--- src/rtl/sb_i2c_pkg.sv ---
// Shared types for the SB_I2C command sequencer: ops, status codes, FSM states
// and the SB_I2C hard-IP register offsets (low address nibble).
package sb_i2c_pkg;

    typedef enum logic [1:0] {
        OP_WRITE    = 2'd0,
        OP_READ     = 2'd1,
        OP_POLL     = 2'd2,
        OP_WAIT_IRQ = 2'd3
    } op_e;

    typedef enum logic [1:0] {
        ST_OK             = 2'd0,
        ST_ACK_TMO        = 2'd1,
        ST_POLL_EXHAUSTED = 2'd2,
        ST_BAD_OP         = 2'd3
    } status_e;

    typedef enum logic [2:0] {
        S_IDLE   = 3'd0,
        S_STROBE = 3'd1,
        S_GAP    = 3'd2,
        S_RESP   = 3'd3,
        S_WAIT   = 3'd4
    } state_e;

    localparam logic [3:0] I2CSADDR = 4'h3;
    localparam logic [3:0] I2CINTSR = 4'h6;
    localparam logic [3:0] I2CINTCR = 4'h7;
    localparam logic [3:0] I2CCR1   = 4'h8;
    localparam logic [3:0] I2CCMDR  = 4'h9;
    localparam logic [3:0] I2CBRLSB = 4'hA;
    localparam logic [3:0] I2CBRMSB = 4'hB;
    localparam logic [3:0] I2CSR    = 4'hC;
    localparam logic [3:0] I2CTXDR  = 4'hD;
    localparam logic [3:0] I2CRXDR  = 4'hE;
    localparam logic [3:0] I2CGCDR  = 4'hF;

    function automatic logic poll_hit(input logic [7:0] data, input logic [7:0] mask,
                                      input logic [7:0] match);
        return ((data & mask) == (match & mask));
    endfunction

endpackage

--- src/rtl/sb_i2c_cmd_seq.sv ---
// System-bus master for the SB_I2C hard IP: runs WRITE/READ/POLL commands as
// strobe/ack cycles. Optional WAIT_IRQ op enabled by SB_I2C_CMD_SEQ_IRQ_WAIT_EN.
//
// Handshakes: cmd is taken on a rising edge where cmd_valid && cmd_ready; rsp is
// retired on a rising edge where rsp_valid && rsp_ready. A raised valid holds its
// payload stable until that edge; ready never depends combinationally on valid.
module sb_i2c_cmd_seq
    import sb_i2c_pkg::*;
#(
    parameter logic [3:0] BUS_ADDR74  = 4'b0011,
    parameter int         ACK_TIMEOUT = 64,
    parameter int         POLL_MAX    = 255,
    parameter int         POLL_GAP    = 4
) (
    input  logic       sbclki,
    input  logic       resetn,
    input  logic       cmd_valid,
    output logic       cmd_ready,
    input  logic [1:0] cmd_op,
    input  logic [3:0] cmd_reg,
    input  logic [7:0] cmd_wdata,
    input  logic [7:0] cmd_mask,
    output logic       rsp_valid,
    input  logic       rsp_ready,
    output logic [7:0] rsp_rdata,
    output logic [1:0] rsp_status,
    output logic       sbrwi,
    output logic       sbstbi,
    output logic [7:0] sbadri,
    output logic [7:0] sbdati,
    input  logic [7:0] sbdato,
    input  logic       sbacko,
    input  logic       i2cirq,
    output logic       busy,
    output state_e     dbg_state
);

    state_e     state_q, state_d;
    op_e        op_q, op_d;
    status_e    status_q, status_d;
    logic [7:0] wdata_q, wdata_d, mask_q, mask_d;
    logic [7:0] adr_q, adr_d, dati_q, dati_d, rdata_q, rdata_d;
    logic       stb_q, stb_d, rwi_q, rwi_d, acked_q, acked_d, rdy_en_q;
    logic [7:0] tmo_q, tmo_d, poll_q, poll_d;
    logic [3:0] gap_q, gap_d;

`ifdef SB_I2C_CMD_SEQ_IRQ_WAIT_EN
    logic [15:0] wait_q, wait_d;
    logic        irq_meta_q, irq_sync_q;

    always_ff @(posedge sbclki or negedge resetn) begin
        if (!resetn) begin
            irq_meta_q <= 1'b0;
            irq_sync_q <= 1'b0;
        end else begin
            irq_meta_q <= i2cirq;
            irq_sync_q <= irq_meta_q;
        end
    end
`else
    logic unused_irq;
    assign unused_irq = i2cirq;
`endif

    always_comb begin
        state_d  = state_q;
        op_d     = op_q;
        status_d = status_q;
        wdata_d  = wdata_q;
        mask_d   = mask_q;
        adr_d    = adr_q;
        dati_d   = dati_q;
        rdata_d  = rdata_q;
        stb_d    = stb_q;
        rwi_d    = rwi_q;
        acked_d  = acked_q;
        tmo_d    = tmo_q;
        poll_d   = poll_q;
        gap_d    = gap_q;
`ifdef SB_I2C_CMD_SEQ_IRQ_WAIT_EN
        wait_d   = wait_q;
`endif
        unique case (state_q)
            S_IDLE: begin
                if (cmd_valid && rdy_en_q) begin
                    op_d    = op_e'(cmd_op);
                    wdata_d = cmd_wdata;
                    mask_d  = cmd_mask;
                    adr_d   = {BUS_ADDR74, cmd_reg};
                    rdata_d = 8'h00;
                    tmo_d   = 8'd0;
                    poll_d  = 8'd0;
                    acked_d = 1'b0;
                    if (cmd_op == OP_WAIT_IRQ) begin
`ifdef SB_I2C_CMD_SEQ_IRQ_WAIT_EN
                        wait_d  = 16'd0;
                        state_d = S_WAIT;
`else
                        status_d = ST_BAD_OP;
                        state_d  = S_RESP;
`endif
                    end else begin
                        state_d = S_STROBE;
                        stb_d   = 1'b1;
                        rwi_d   = (cmd_op == OP_WRITE);
                        dati_d  = (cmd_op == OP_WRITE) ? cmd_wdata : 8'h00;
                    end
                end
            end
            S_STROBE: begin
                // After the ack edge we spend one cycle with the strobe low to
                // judge the captured byte; sbacko is not looked at in that cycle.
                if (acked_q) begin
                    if (op_q != OP_POLL || poll_hit(rdata_q, mask_q, wdata_q)) begin
                        status_d = ST_OK;
                        state_d  = S_RESP;
                    end else if (poll_q == 8'(POLL_MAX - 1)) begin
                        status_d = ST_POLL_EXHAUSTED;
                        state_d  = S_RESP;
                    end else begin
                        poll_d  = poll_q + 8'd1;
                        acked_d = 1'b0;
                        tmo_d   = 8'd0;
                        gap_d   = 4'd0;
                        if (POLL_GAP == 1) begin
                            stb_d = 1'b1;
                        end else begin
                            state_d = S_GAP;
                        end
                    end
                end else if (sbacko) begin
                    stb_d   = 1'b0;
                    acked_d = 1'b1;
                    if (op_q != OP_WRITE) begin
                        rdata_d = sbdato;
                    end
                end else if (tmo_q == 8'(ACK_TIMEOUT - 1)) begin
                    stb_d    = 1'b0;
                    rdata_d  = 8'h00;
                    status_d = ST_ACK_TMO;
                    state_d  = S_RESP;
                end else begin
                    tmo_d = tmo_q + 8'd1;
                end
            end
            S_GAP: begin
                // The judge cycle already counts as the first idle cycle.
                if (gap_q == 4'(POLL_GAP - 2)) begin
                    stb_d   = 1'b1;
                    tmo_d   = 8'd0;
                    state_d = S_STROBE;
                end else begin
                    gap_d = gap_q + 4'd1;
                end
            end
            S_RESP: begin
                if (rsp_ready) begin
                    state_d = S_IDLE;
                end
            end
`ifdef SB_I2C_CMD_SEQ_IRQ_WAIT_EN
            S_WAIT: begin
                if (irq_sync_q) begin
                    rdata_d  = 8'h00;
                    status_d = ST_OK;
                    state_d  = S_RESP;
                end else if (wait_q == 16'(ACK_TIMEOUT * POLL_MAX - 1)) begin
                    rdata_d  = 8'h00;
                    status_d = ST_ACK_TMO;
                    state_d  = S_RESP;
                end else begin
                    wait_d = wait_q + 16'd1;
                end
            end
`endif
            default: begin
                stb_d   = 1'b0;
                state_d = S_IDLE;
            end
        endcase
    end

    always_ff @(posedge sbclki or negedge resetn) begin
        if (!resetn) begin
            state_q  <= S_IDLE;
            op_q     <= OP_WRITE;
            status_q <= ST_OK;
            wdata_q  <= 8'h00;
            mask_q   <= 8'h00;
            adr_q    <= 8'h00;
            dati_q   <= 8'h00;
            rdata_q  <= 8'h00;
            stb_q    <= 1'b0;
            rwi_q    <= 1'b0;
            acked_q  <= 1'b0;
            tmo_q    <= 8'd0;
            poll_q   <= 8'd0;
            gap_q    <= 4'd0;
            rdy_en_q <= 1'b0;
`ifdef SB_I2C_CMD_SEQ_IRQ_WAIT_EN
            wait_q   <= 16'd0;
`endif
        end else begin
            state_q  <= state_d;
            op_q     <= op_d;
            status_q <= status_d;
            wdata_q  <= wdata_d;
            mask_q   <= mask_d;
            adr_q    <= adr_d;
            dati_q   <= dati_d;
            rdata_q  <= rdata_d;
            stb_q    <= stb_d;
            rwi_q    <= rwi_d;
            acked_q  <= acked_d;
            tmo_q    <= tmo_d;
            poll_q   <= poll_d;
            gap_q    <= gap_d;
            rdy_en_q <= 1'b1;
`ifdef SB_I2C_CMD_SEQ_IRQ_WAIT_EN
            wait_q   <= wait_d;
`endif
        end
    end

    assign cmd_ready  = rdy_en_q && (state_q == S_IDLE);
    assign rsp_valid  = (state_q == S_RESP);
    assign rsp_rdata  = rdata_q;
    assign rsp_status = status_q;
    assign sbstbi     = stb_q;
    assign sbrwi      = rwi_q;
    assign sbadri     = adr_q;
    assign sbdati     = dati_q;
    assign busy       = (state_q != S_IDLE);
    assign dbg_state  = state_q;

endmodule

--- config.mk ---
export PLATFORM = sky130hd
export DESIGN_NAME = sb_i2c_cmd_seq
export DESIGN_NICKNAME = d
export VERILOG_FILES = /design/src/rtl/sb_i2c_pkg.sv /design/src/rtl/sb_i2c_cmd_seq.sv
export SDC_FILE = /design/constraint.sdc
export NUM_CORES = 1
export LEC_CHECK = 0
export CORE_MARGIN = 5
export CORE_UTILIZATION = 53
export CTS_BUF_LIST = sky130_fd_sc_hd__clkbuf_8
export DETAILED_ROUTE_END_ITERATION = 16
export PLACE_DENSITY = 0.87
export SLEW_MARGIN = 20
export SYNTH_ARGS = -nofsm -noshare
export SYNTH_HDL_FRONTEND = slang
export SYNTH_SLANG_ARGS = --single-unit
--- constraint.sdc ---
create_clock -name sbclki -period 2.2 [get_ports sbclki]
set_input_delay 0.44 -clock sbclki [delete_from_list [all_inputs] [get_ports sbclki]]
set_output_delay 0.44 -clock sbclki [all_outputs]
set_load 0.01 [all_outputs]
==> results.md, run 1 <==
* Status: finished clean
* Pleak at 2.06 nW
* Kind of critical path: flop to flop
* Inserted Clock Buffers at 9
* Crit share post-route at 0.952
* Critical path endpoint category: flop
* Seq pwr share at 0.362
* Flops & latches, synth at 67
* Routability cong. at 0.814
* Layout cells sized above 1 at 0.144
* VDD IR max at 0.689 mV
* Largest family of logic cells by synthesized area: simple AND/OR/NAND/NOR gates
* Clock buffer depth at 2
* Largest area contributor in the netlist: dfrtp_1
* Total clock sinks at 67
* CORE AREA at 6030 sq um
* First-pass GRT wire length at 13,200 um
* CP max stage cell: dfrtp_1
* Worst path cell trace: ha_1 -> nor3b_1 -> buf_4 -> a221oi_4 -> nor4_2 -> a211oi_4 -> buf_12 -> nor3_1 -> a21o_1
* Async SR Flop Fraction at 1.00
* Die W at 89.2 um
* Mapped Avg Cell Area at 9.73 sq um
* Dominant cells by area after synthesis: dfrtp_1 (50%), nand2_1 (9.7%), mux2_4 (3.6%)
* Switching Fraction at 0.367
* Worst hold path class: input pin to asynchronous set/reset pin
* Adder-cell area share of the yosys netlist at 0.0188
* DP Worst Slack at -108 ps
* Slowest Stage Delay on Critical Path at 410 ps
* Hold violation count in the final report at 0
* Crit path DAT at 2340 ps
* # rows at 28
* Total iterations of the first detailed-routing run at 4
* Max_cap viols at 0
* Post-synthesis cell type count at 52
* Startpoint Class: flop
* Synth Area in Compound Gates at 0.139
* DR vias at 2,806
* Total Routing Usage GR at 0.218
* Vias in the first global route at 2,734
* # nets final at 459
* Total power at 5.61 mW
* Drt wl/cell at 16.4 um
* WP data required at 2440 ps
* Slew @ Worst Pin at 580 ps
* Post-synthesis simple-gate area fraction at 0.232
* Via/cell ratio at 5.63
* Fillers at 403
* Switch Pwr at 2.06 mW
* Max Freq at 0.478 GHz
* Worst-path clk slew at 70 ps
* WL final at 8180 um
* Max-slew headroom at 0.610
* Die area at 7960 sq um
* Predominant post-synthesis flop cell: dfrtp_1
* Die height at 89.2 um
* CTS root buf: clkbuf_8
* CP max FO at 15
* Sequential fraction of the synthesis area at 0.504
* Yosys Warn Count at 0
* Syn Inst Count at 342
* PwrDens at 1280 nW/um^2
* Io pins at 70
* TritonCTS clock tree: done
* Reg-to-Reg Start: gap_q[1]
* Total congestion overflow at 0
* Logic pwr share at 0.445
* N_diodes at 0
* Port Buffers at 65
* Dpl hpwl at 5720 um
* Yosys top cell area share at 0.504
* Minimum clock period at 2090 ps
* Starting Density at 0.552
* Largest net degree at the start of global routing at 68
* Clk_lat worst skew at 350 ps
* Drc violations at 0
* Cell-internal power at 3.55 mW
* RSZ-0062 raised after global routing: true
* Worst Setup Slack, final at 107 ps
* DRC violation total after the first TritonRoute iteration at 196
* Post-synth EDFFs at 0
* Area Growth Syn to Fin at 31.3%
* Number of antenna violations at the first check in global routing at 0
* XOR/XNOR Fraction of Synth Area at 0.0263
* Internal reg-to-reg setup slack at 110 ps
* Max Transition Viols Final at 0
* Mapped Area at 3330 sq um
* Clock power frac at 0.193
* Clock Skews at 8.35 ps
* Htree depth at 3
* Final Setup Violations at 0
* CTS Hold Bufs at 0
* Post-synthesis mux area share at 0.0421
* CP Launch Point: gap_q[1]
* Post-route ant nets at 0
==> cell usage after synthesis (3+ instances only) <==
cell / number
or4_1: 3
and3_1: 9
nor2b_1: 3
nor3_1: 8
clkbuf_1: 9
dfrtp_1: 67
o21ai_2: 3
and2_1: 4
nand4_1: 5
o41ai_1: 3
inv_1: 6
a21oi_1: 10
nand2_1: 86
a32o_1: 8
or2_2: 5
a22oi_1: 4
xor2_1: 10
ha_1: 5
nor2_1: 17
buf_4: 5
mux2_4: 8
nand3_1: 7
o21ai_0: 16
or3_1: 4
==> cells in the final DEF (no fill, tap or decap), drive strengths merged, types with 5 or more instances in the layout <==
| cell | Yosys | final |
|---|---|---|
| o21ai | 20 | 20 |
| nand2 | 86 | 86 |
| clkbuf | 9 | 9 |
| a32o | 8 | 8 |
| dfrtp | 67 | 67 |
| and3 | 11 | 11 |
| or2 | 5 | 5 |
| nor3 | 8 | 8 |
| nor2 | 17 | 17 |
| ha | 5 | 5 |
| buf | 9 | 17 |
| mux2 | 8 | 8 |
| inv | 6 | 7 |
| nand4 | 5 | 5 |
| a21oi | 11 | 11 |
| xor2 | 10 | 10 |
| nand3 | 8 | 8 |
| clkdlybuf4s50 | 0 | 62 |
==> cell families (layout without fill, tap and decap cells) <==
group / count (synthesis) / after routing
flops: 67 / 67
compound gates: 62 / 62
fa+ha+maj: 5 / 5
mux: 10 / 10
xor+xnor: 10 / 10
other cells: 2 / 4
buf+inv: 24 / 103
simple gates: 162 / 162
==> worst paths after layout <==
kind,endpoint,cells past startpoint
min in group sbclki,sbadri[2],2
max reg2reg,tmo_q[0],9
min reg2reg,sbadri[2],2
min,rdy_en_q,2
max in group asynchronous,sbdati[7],2
max,tmo_q[0],9
==> final cells by class <==
cell class | instances | area (sq um) | area share
clock inverters | 7 | 83.8 | 0.0192
inverters | 6 | 22.5 | 0.00515
multi-input cells | 253 | 1570 | 0.358
well taps | 75 | 93.8 | 0.0215
flip-flops and latches | 67 | 1680 | 0.384
clock buffers | 9 | 124 | 0.0283
repair buffers | 81 | 805 | 0.184
==> worst max-delay path, delay by kind of cell (launching register included) <==
kind	cells	cell delay, ps
simple gates	3	290
compound gates	3	770
fa+ha+maj	1	190
buf+inv	2	320
flops	1	410
==> state kept, by name, indices dropped and copies added (netlist names), 4 cells and up <==
register,flops
sbdati,8
wdata_q,8
tmo_q,8
rsp_rdata,8
sbadri,5
mask_q,8
gap_q,4
poll_q,8
==> per-layer routing <==
layer  part of all wire  up-vias  track usage
li1                   -     1338            -
met3              0.060       15       0.0369
met2               0.51       80        0.344
met4              0.018        0       0.0920
met1               0.41     1373        0.298
met5                  0        -            0
==> power by group through the flow <==
stage	logic (mW)	registers [mW]	clock network [mW]
floorplan	1.31	2.07	0
global placement	2.37	2.02	0
detailed placement	2.45	2.04	0
CTS	2.48	2.03	1.10
global route	2.71	2.09	1.17
finish	2.49	2.03	1.09
==> through the flow <==
step / hold slack, ps / instance area (sq um) / cells / utilization / TNS, ps
after detailed placement: 467 / 4130 / 481 / 0.685 / -1070
after floorplan: 144 / 3340 / 344 / - / 0
after CTS: 121 / 4340 / 497 / 0.721 / 0
after global placement: 459 / 4130 / 481 / 0.685 / -625
after global routing: 144 / 4370 / 498 / 0.725 / -23.4
final: 102 / 4370 / 498 / 0.725 / 0
==> what timing repair did <==
item                                    in CTS  in global routing
pin swaps                                    0                  1
endpoints found under the setup margin       9                 14
setup buffers                                0                  1
resized for setup                            2                  4
(Power assumes the default switching activity.)
==> run 2: changes to the inputs <==
--- a/config.mk
+++ b/config.mk
@@ -5,11 +5,12 @@
 export SDC_FILE = /design/constraint.sdc
 export NUM_CORES = 1
 export LEC_CHECK = 0
-export CORE_MARGIN = 5
-export CORE_UTILIZATION = 53
+export CORE_MARGIN = 2
+export CORE_UTILIZATION = 38
 export CTS_BUF_LIST = sky130_fd_sc_hd__clkbuf_8
 export DETAILED_ROUTE_END_ITERATION = 16
-export PLACE_DENSITY = 0.87
+export DONT_BUFFER_PORTS = 1
+export PLACE_DENSITY = 0.56
 export SLEW_MARGIN = 20
 export SYNTH_ARGS = -nofsm -noshare
 export SYNTH_HDL_FRONTEND = slang
==> run 2 against run 1 <==
Core utilization down 28 points. Critical path type unchanged. Non-clock buffer count down 61. Highest routed layer unchanged. First-iteration DRC count down 52%. Sequential cell count unchanged. Wire length down 4.5%. Combinational power down 25%. Register-to-register slack about the same.
==> results.md, run 2 (synthesis results as in run 1) <==
* Clock Skews at 14.5 ps (was 8.35 ps)
* Post-route cell area at 3820 sq um (was 4370 sq um)
* First-pass GRT wire length at 13,000 um (was 13,200 um)
* WP data required at 2440 ps (about the same)
* Startpoint Class: flop (unchanged)
* Worst path cell trace: inv_1 -> ha_1 -> nor3b_1 -> buf_4 -> a221oi_4 -> nor3_1 -> a211oi_4 -> buf_12 -> nor3_1 -> a21o_1 (was ha_1 -> nor3b_1 -> buf_4 -> a221oi_4 -> nor4_2 -> a211oi_4 -> buf_12 -> nor3_1 -> a21o_1)
* Total iterations of the first detailed-routing run at 4 (unchanged)
* Final design utilization at 0.445 (was 0.725)
* CP max FO at 14 (was 15)
* Clk_lat worst skew at 350 ps (about the same)
* Drt wl/cell at 16.7 um (was 16.4 um)
* Hold violation count in the final report at 0 (unchanged)
* Commonest non-fill, non-tap cell in the layout: nand2_1 (unchanged)
* Non-Filler Instances at 469 (was 498)
* Io pins at 70 (unchanged)
* Die area at 9520 sq um (was 7960 sq um)
* Pleak at 1.82 nW (was 2.06 nW)
* DRC violation total after the first TritonRoute iteration at 95 (was 196)
* Dpl hpwl at 5250 um (was 5720 um)
* Die height at 97.6 um (was 89.2 um)
* Htree depth at 3 (unchanged)
* Post-route ant nets at 0 (unchanged)
* Max_cap viols at 0 (unchanged)
* N_diodes at 0 (unchanged)
* Critical path endpoint category: flop (unchanged)
* Largest net degree at the start of global routing at 68 (unchanged)
* Clock buffer depth at 2 (unchanged)
* Vias in the first global route at 2,544 (was 2,734)
* Area Growth Syn to Fin at 14.9% (was 31.3%)
* Status: finished clean (unchanged)
* Final Setup Violations at 0 (unchanged)
* CP max stage cell: a221oi_4 (was dfrtp_1)
* Via/cell ratio at 5.40 (was 5.63)
* Placed cell count at 451 (was 481)
* Starting Density at 0.387 (was 0.552)
* Max-slew headroom at 0.590 (was 0.610)
* Number of antenna violations at the first check in global routing at 0 (unchanged)
* Minimum clock period at 2090 ps (about the same)
* DR vias at 2,532 (was 2,806)
* Crit share post-route at 0.951 (was 0.952)
* Layout cells sized above 1 at 0.177 (was 0.144)
* PwrDens at 1340 nW/um^2 (was 1280 nW/um^2)
* Worst-path clk slew at 80 ps (was 70 ps)
* VDD IR max at 0.407 mV (was 0.689 mV)
* # rows at 34 (was 28)
* CTS root buf: clkbuf_8 (unchanged)
* Routability cong. at 0.769 (was 0.814)
* Commonest non-fill, non-tap cells in the layout: nand2_1 (86), dfrtp_1 (67), nor2_1 (16), o21ai_0 (16), buf_4 (16) (was nand2_1 (86), dfrtp_1 (67), clkdlybuf4s50_1 (62))
* Worst hold path class: input pin to flop (was input pin to asynchronous set/reset pin)
* Footprint of the multi-input gates at 1580 sq um (was 1570 sq um)
* Total congestion overflow at 0 (unchanged)
* Kind of critical path: flop to flop (unchanged)
* Port Buffers at 0 (was 65)
* CORE AREA at 8590 sq um (was 6030 sq um)
* # nets final at 398 (was 459)
* TritonCTS clock tree: done (unchanged)
* FF/Latch Area at 1680 sq um (unchanged)
* Max Transition Viols Final at 0 (unchanged)
* Total power at 5.14 mW (was 5.61 mW)
* Total Routing Usage GR at 0.170 (was 0.218)
* Total clock sinks at 67 (unchanged)
* Drc violations at 0 (unchanged)
* Fillers at 860 (was 403)
* Die W at 97.6 um (was 89.2 um)
* Crit path DAT at 2340 ps (about the same)
* Inserted Clock Buffers at 9 (unchanged)
* WL final at 7820 um (was 8180 um)
* RSZ-0062 raised after global routing: true (unchanged)
* Max Freq at 0.478 GHz (about the same)
* Slew @ Worst Pin at 612 ps (was 580 ps)
* Most used cell, CP: nor3_1
* DP Area at 3530 sq um (was 4130 sq um)
* Slowest Stage Delay on Critical Path at 400 ps (was 410 ps)
run 2: what timing repair did:
| item | in CTS | in global routing |
|---|---|---|
| hold endpoints to repair | 67 | 0 |
| hold buffers | 2 | 0 |
| gates resized for setup | 0 | 6 |
| endpoints found under the setup margin | 0 | 14 |
| setup buffers | 0 | 1 |
run 2: final timing paths:
check | to | cells past startpoint | from | slack [ps]
worst max-delay path | tmo_q[0] | 10 | gap_q[0] | 110
worst min-delay path | wdata_q[5] | 2 | cmd_wdata[5] | 190
worst max register to register | tmo_q[0] | 10 | gap_q[0] | 110
worst min register to register | mask_q[2] | 2 | mask_q[2] | 480
max in group asynchronous | gap_q[0] | 2 | resetn | 1290
min in group asynchronous | gap_q[1] | 2 | resetn | 640
run 2: critical path: cells and delay by family, from the launching register on:
kind | cells | cell delay [ps]
compound gates | 3 | 780
buf+inv | 3 | 370
flops | 1 | 350
simple gates | 3 | 320
fa+ha+maj | 1 | 180
run 2: routing by layer:
| layer | up-vias | track usage | routed length (um) |
|---|---|---|---|
| met5 | - | 0 | 0 |
| met3 | 13 | 0.0424 | 301 |
| met2 | 44 | 0.263 | 3780 |
| li1 | 1218 | - | - |
| met4 | 0 | 0.0791 | 186 |
| met1 | 1257 | 0.226 | 3550 |
run 2: power breakdown:
group          internal, mW  switching, mW
Sequential             1.66          0.485
Combinational         0.832           1.02
Clock                 0.636          0.503
run 2: cell type report:
type / instances / share of cell area
multi-input cells: 253 / 0.413
repair buffers: 20 / 0.0517
clock inverters: 6 / 0.0236
well taps: 108 / 0.0353
inverters: 6 / 0.00589
clock buffers: 9 / 0.0324
flip-flops and latches: 67 / 0.438
run 2: metrics by stage:
step	hold WS (ps)	setup TNS, ps	worst slack, ps
2_1_floorplan	144	0	163
3_3_place_gp	147	0	83.1
3_5_place_dp	147	0	61.3
4_1_cts	177	0	31.9
5_1_grt	180	-50.7	-25.3
6_report	189	0	108
==> run 3: changes to the inputs <==
==> constraint.sdc (replaced) <==
create_clock -name sbclki -period 2.2 [get_ports sbclki]
set_input_delay 0.44 -clock sbclki [delete_from_list [all_inputs] [get_ports sbclki]]
set_output_delay 0.44 -clock sbclki [all_outputs]
set_load 0.05 [all_outputs]
==> run 3 against run 2 <==
Worst hold slack got worse by 2.3 ps. First-iteration DRC count up 1.1%. Total power grew 16%. Largest cell class unchanged. Largest power group unchanged.
==> results.md, run 3 (synthesis results as in run 1) <==
* Drt wl/cell at 15.8 um (was 16.7 um)
* Clock Skews at 14.0 ps (was 14.5 ps)
* DRC violation total after the first TritonRoute iteration at 96 (was 95)
* WP data required at 1760 ps (was 2440 ps)
* # nets final at 411 (was 398)
* Reg2Reg Depth at 10 (unchanged)
* # rows at 34 (unchanged)
* Area Growth Syn to Fin at 17.0% (was 14.9%)
* WL final at 7610 um (was 7820 um)
* Layout cells sized above 1 at 0.203 (was 0.177)
* Worst hold path class: input pin to flop (unchanged)
* DR vias at 2,528 (was 2,532)
* Largest net degree at the start of global routing at 68 (unchanged)
* Crit path DAT at 1670 ps (was 2340 ps)
* Post-route ant nets at 0 (unchanged)
* Max-slew headroom at 0.401 (was 0.590)
* Crit share post-route at 0.961 (was 0.951)
* Pleak at 1.88 nW (was 1.82 nW)
* Fillers at 835 (was 860)
* VDD IR max at 0.642 mV (was 0.407 mV)
* Max Transition Viols Final at 0 (unchanged)
* Reg2Reg Capture Point: tmo_q[0] (unchanged)
* Port Buffers at 0 (unchanged)
* Io pins at 70 (unchanged)
* Startpoint Class: flop (unchanged)
* Max Freq at 0.473 GHz (was 0.478 GHz)
* Dpl hpwl at 5340 um (was 5250 um)
* Minimum clock period at 2110 ps (was 2090 ps)
* Worst Hold Launch: cmd_mask[2] (was cmd_wdata[5])
* Total power at 5.96 mW (was 5.14 mW)
* Commonest non-fill, non-tap cell in the layout: nand2_1 (unchanged)
* CP max FO at 8 (was 14)
* Max_cap viols at 0 (unchanged)
* Inserted Clock Buffers at 9 (unchanged)
* Kind of critical path: flop to output port (was flop to flop)
* N_diodes at 0 (unchanged)
* Hold Path Stages at 2 (unchanged)
* Die W at 97.6 um (unchanged)
* Number of antenna violations at the first check in global routing at 0 (unchanged)
* Total congestion overflow at 0 (unchanged)
* Drc violations at 0 (unchanged)
* Routability cong. at 0.781 (was 0.769)
* PwrDens at 1530 nW/um^2 (was 1340 nW/um^2)
* Via/cell ratio at 5.23 (was 5.40)
* Status: finished clean (unchanged)
* Die area at 9520 sq um (unchanged)
* Internal reg-to-reg setup slack at 100 ps (was 110 ps)
* Die height at 97.6 um (unchanged)
* Hold path endpoint: mask_q[2] (was wdata_q[5])
* Clock buffer depth at 2 (unchanged)
* Reg-to-Reg Start: gap_q[0] (unchanged)
* Worst-path clk slew at 80 ps (about the same)
* Total clock sinks at 67 (unchanged)
* Clk_lat worst skew at 360 ps (was 350 ps)
* Final Setup Violations at 0 (unchanged)
* Critical path endpoint category: output port (was flop)
* Vias in the first global route at 2,436 (was 2,544)
* Slew @ Worst Pin at 899 ps (was 612 ps)
* Starting Density at 0.387 (unchanged)
* TritonCTS clock tree: done (unchanged)
* CTS root buf: clkbuf_8 (unchanged)
* DP Worst Slack at 38.4 ps (was 61.3 ps)
* Commonest non-fill, non-tap cells in the layout: nand2_1 (86), dfrtp_1 (67), buf_4 (27) (was nand2_1 (86), dfrtp_1 (67), nor2_1 (16), o21ai_0 (16), buf_4 (16))
* Htree depth at 3 (unchanged)
* Worst path cell trace: buf_4 -> or2_2 -> nor2_2 -> buf_12 (was inv_1 -> ha_1 -> nor3b_1 -> buf_4 -> a221oi_4 -> nor3_1 -> a211oi_4 -> buf_12 -> nor3_1 -> a21o_1)
* Hold violation count in the final report at 0 (unchanged)
* First-pass GRT wire length at 12,600 um (was 13,000 um)
* Slowest Stage Delay on Critical Path at 460 ps (was 400 ps)
* CORE AREA at 8590 sq um (unchanged)
* RSZ-0062 raised after global routing: true (unchanged)
* CP max stage cell: dfrtp_1 (was a221oi_4)
* Total iterations of the first detailed-routing run at 4 (unchanged)
* Total Routing Usage GR at 0.169 (was 0.170)
* Worst Setup Slack, final at 85.7 ps (was 108 ps)
==> run 3: changes by cell type in the layout (fill, tap and decap cells not counted) <==
cell | before | now
buf_4 | 16 | 27
buf_6 | 0 | 2
bufinv_16 | 2 | 1
clkinv_2 | 1 | 2
inv_1 | 6 | 7
nor3_1 | 7 | 8
nor3_2 | 1 | 0
nor4_2 | 0 | 1
nor4_4 | 2 | 1
==> run 3: routing by layer <==
layer | share of wire | GRT usage | routed length [um]
met1 | 0.46 | 0.228 | 3540
met2 | 0.49 | 0.260 | 3720
met3 | 0.033 | 0.0439 | 255
met4 | 0.014 | 0.0641 | 103
met5 | 0 | 0 | 0
==> run 3: through the flow <==
| step | util | setup TNS, ps | hold slack [ps] | cells | cell area (sq um) |
|---|---|---|---|---|---|
| floorplan | - | 0 | 144 | 344 | 3340 |
| global placement | 0.421 | 0 | 147 | 463 | 3620 |
| detailed placement | 0.421 | 0 | 147 | 463 | 3620 |
| CTS | 0.449 | 0 | 171 | 481 | 3860 |
| global route | 0.453 | -47.6 | 169 | 483 | 3890 |
| finish | 0.453 | 0 | 187 | 483 | 3890 |
==> run 3: area by class of cell <==
| class | count | area [sq um] | share of cell area |
|---|---|---|---|
| multi-input combinational | 253 | 1570 | 0.402 |
| timing repair buffer | 33 | 303 | 0.0777 |
| tap | 108 | 135 | 0.0347 |
| sequential | 67 | 1680 | 0.430 |
| inverter | 6 | 22.5 | 0.00578 |
| clock inverter | 7 | 68.8 | 0.0177 |
| clock buffer | 9 | 124 | 0.0318 |
==> run 3: what timing repair did <==
action / in CTS / in global routing
hold buffers: 2 / 0
hold endpoints to repair: 67 / 0
setup buffers: 0 / 2
pin swaps: 0 / 1
gates cloned: 0 / 0
setup endpoints to repair: 1 / 10
gates resized for setup: 1 / 4
==> run 3: worst max-delay path by stage <==
stage / end / depth (start not counted) / startpoint
finish: cmd_ready / 4 / dbg_state[0]
global route: tmo_q[0] / 10 / gap_q[0]
CTS: rsp_rdata[5] / 8 / tmo_q[0]
detailed placement: rsp_rdata[5] / 8 / tmo_q[0]
global placement: rsp_rdata[6] / 8 / tmo_q[0]
floorplan: cmd_ready / 3 / dbg_state[0]
==> run 3: power breakdown <==
| part | internal (mW) | switching, mW |
|---|---|---|
| combinational | 0.955 | 1.44 |
| sequential | 1.65 | 0.889 |
| clock | 0.521 | 0.503 |
==> run 3: critical path, delay by kind of cell, from the launching register on <==
family | cells | cell delay, ps
buffers and inverters | 2 | 390
AND/OR/NAND/NOR | 2 | 460
flip-flops | 1 | 460
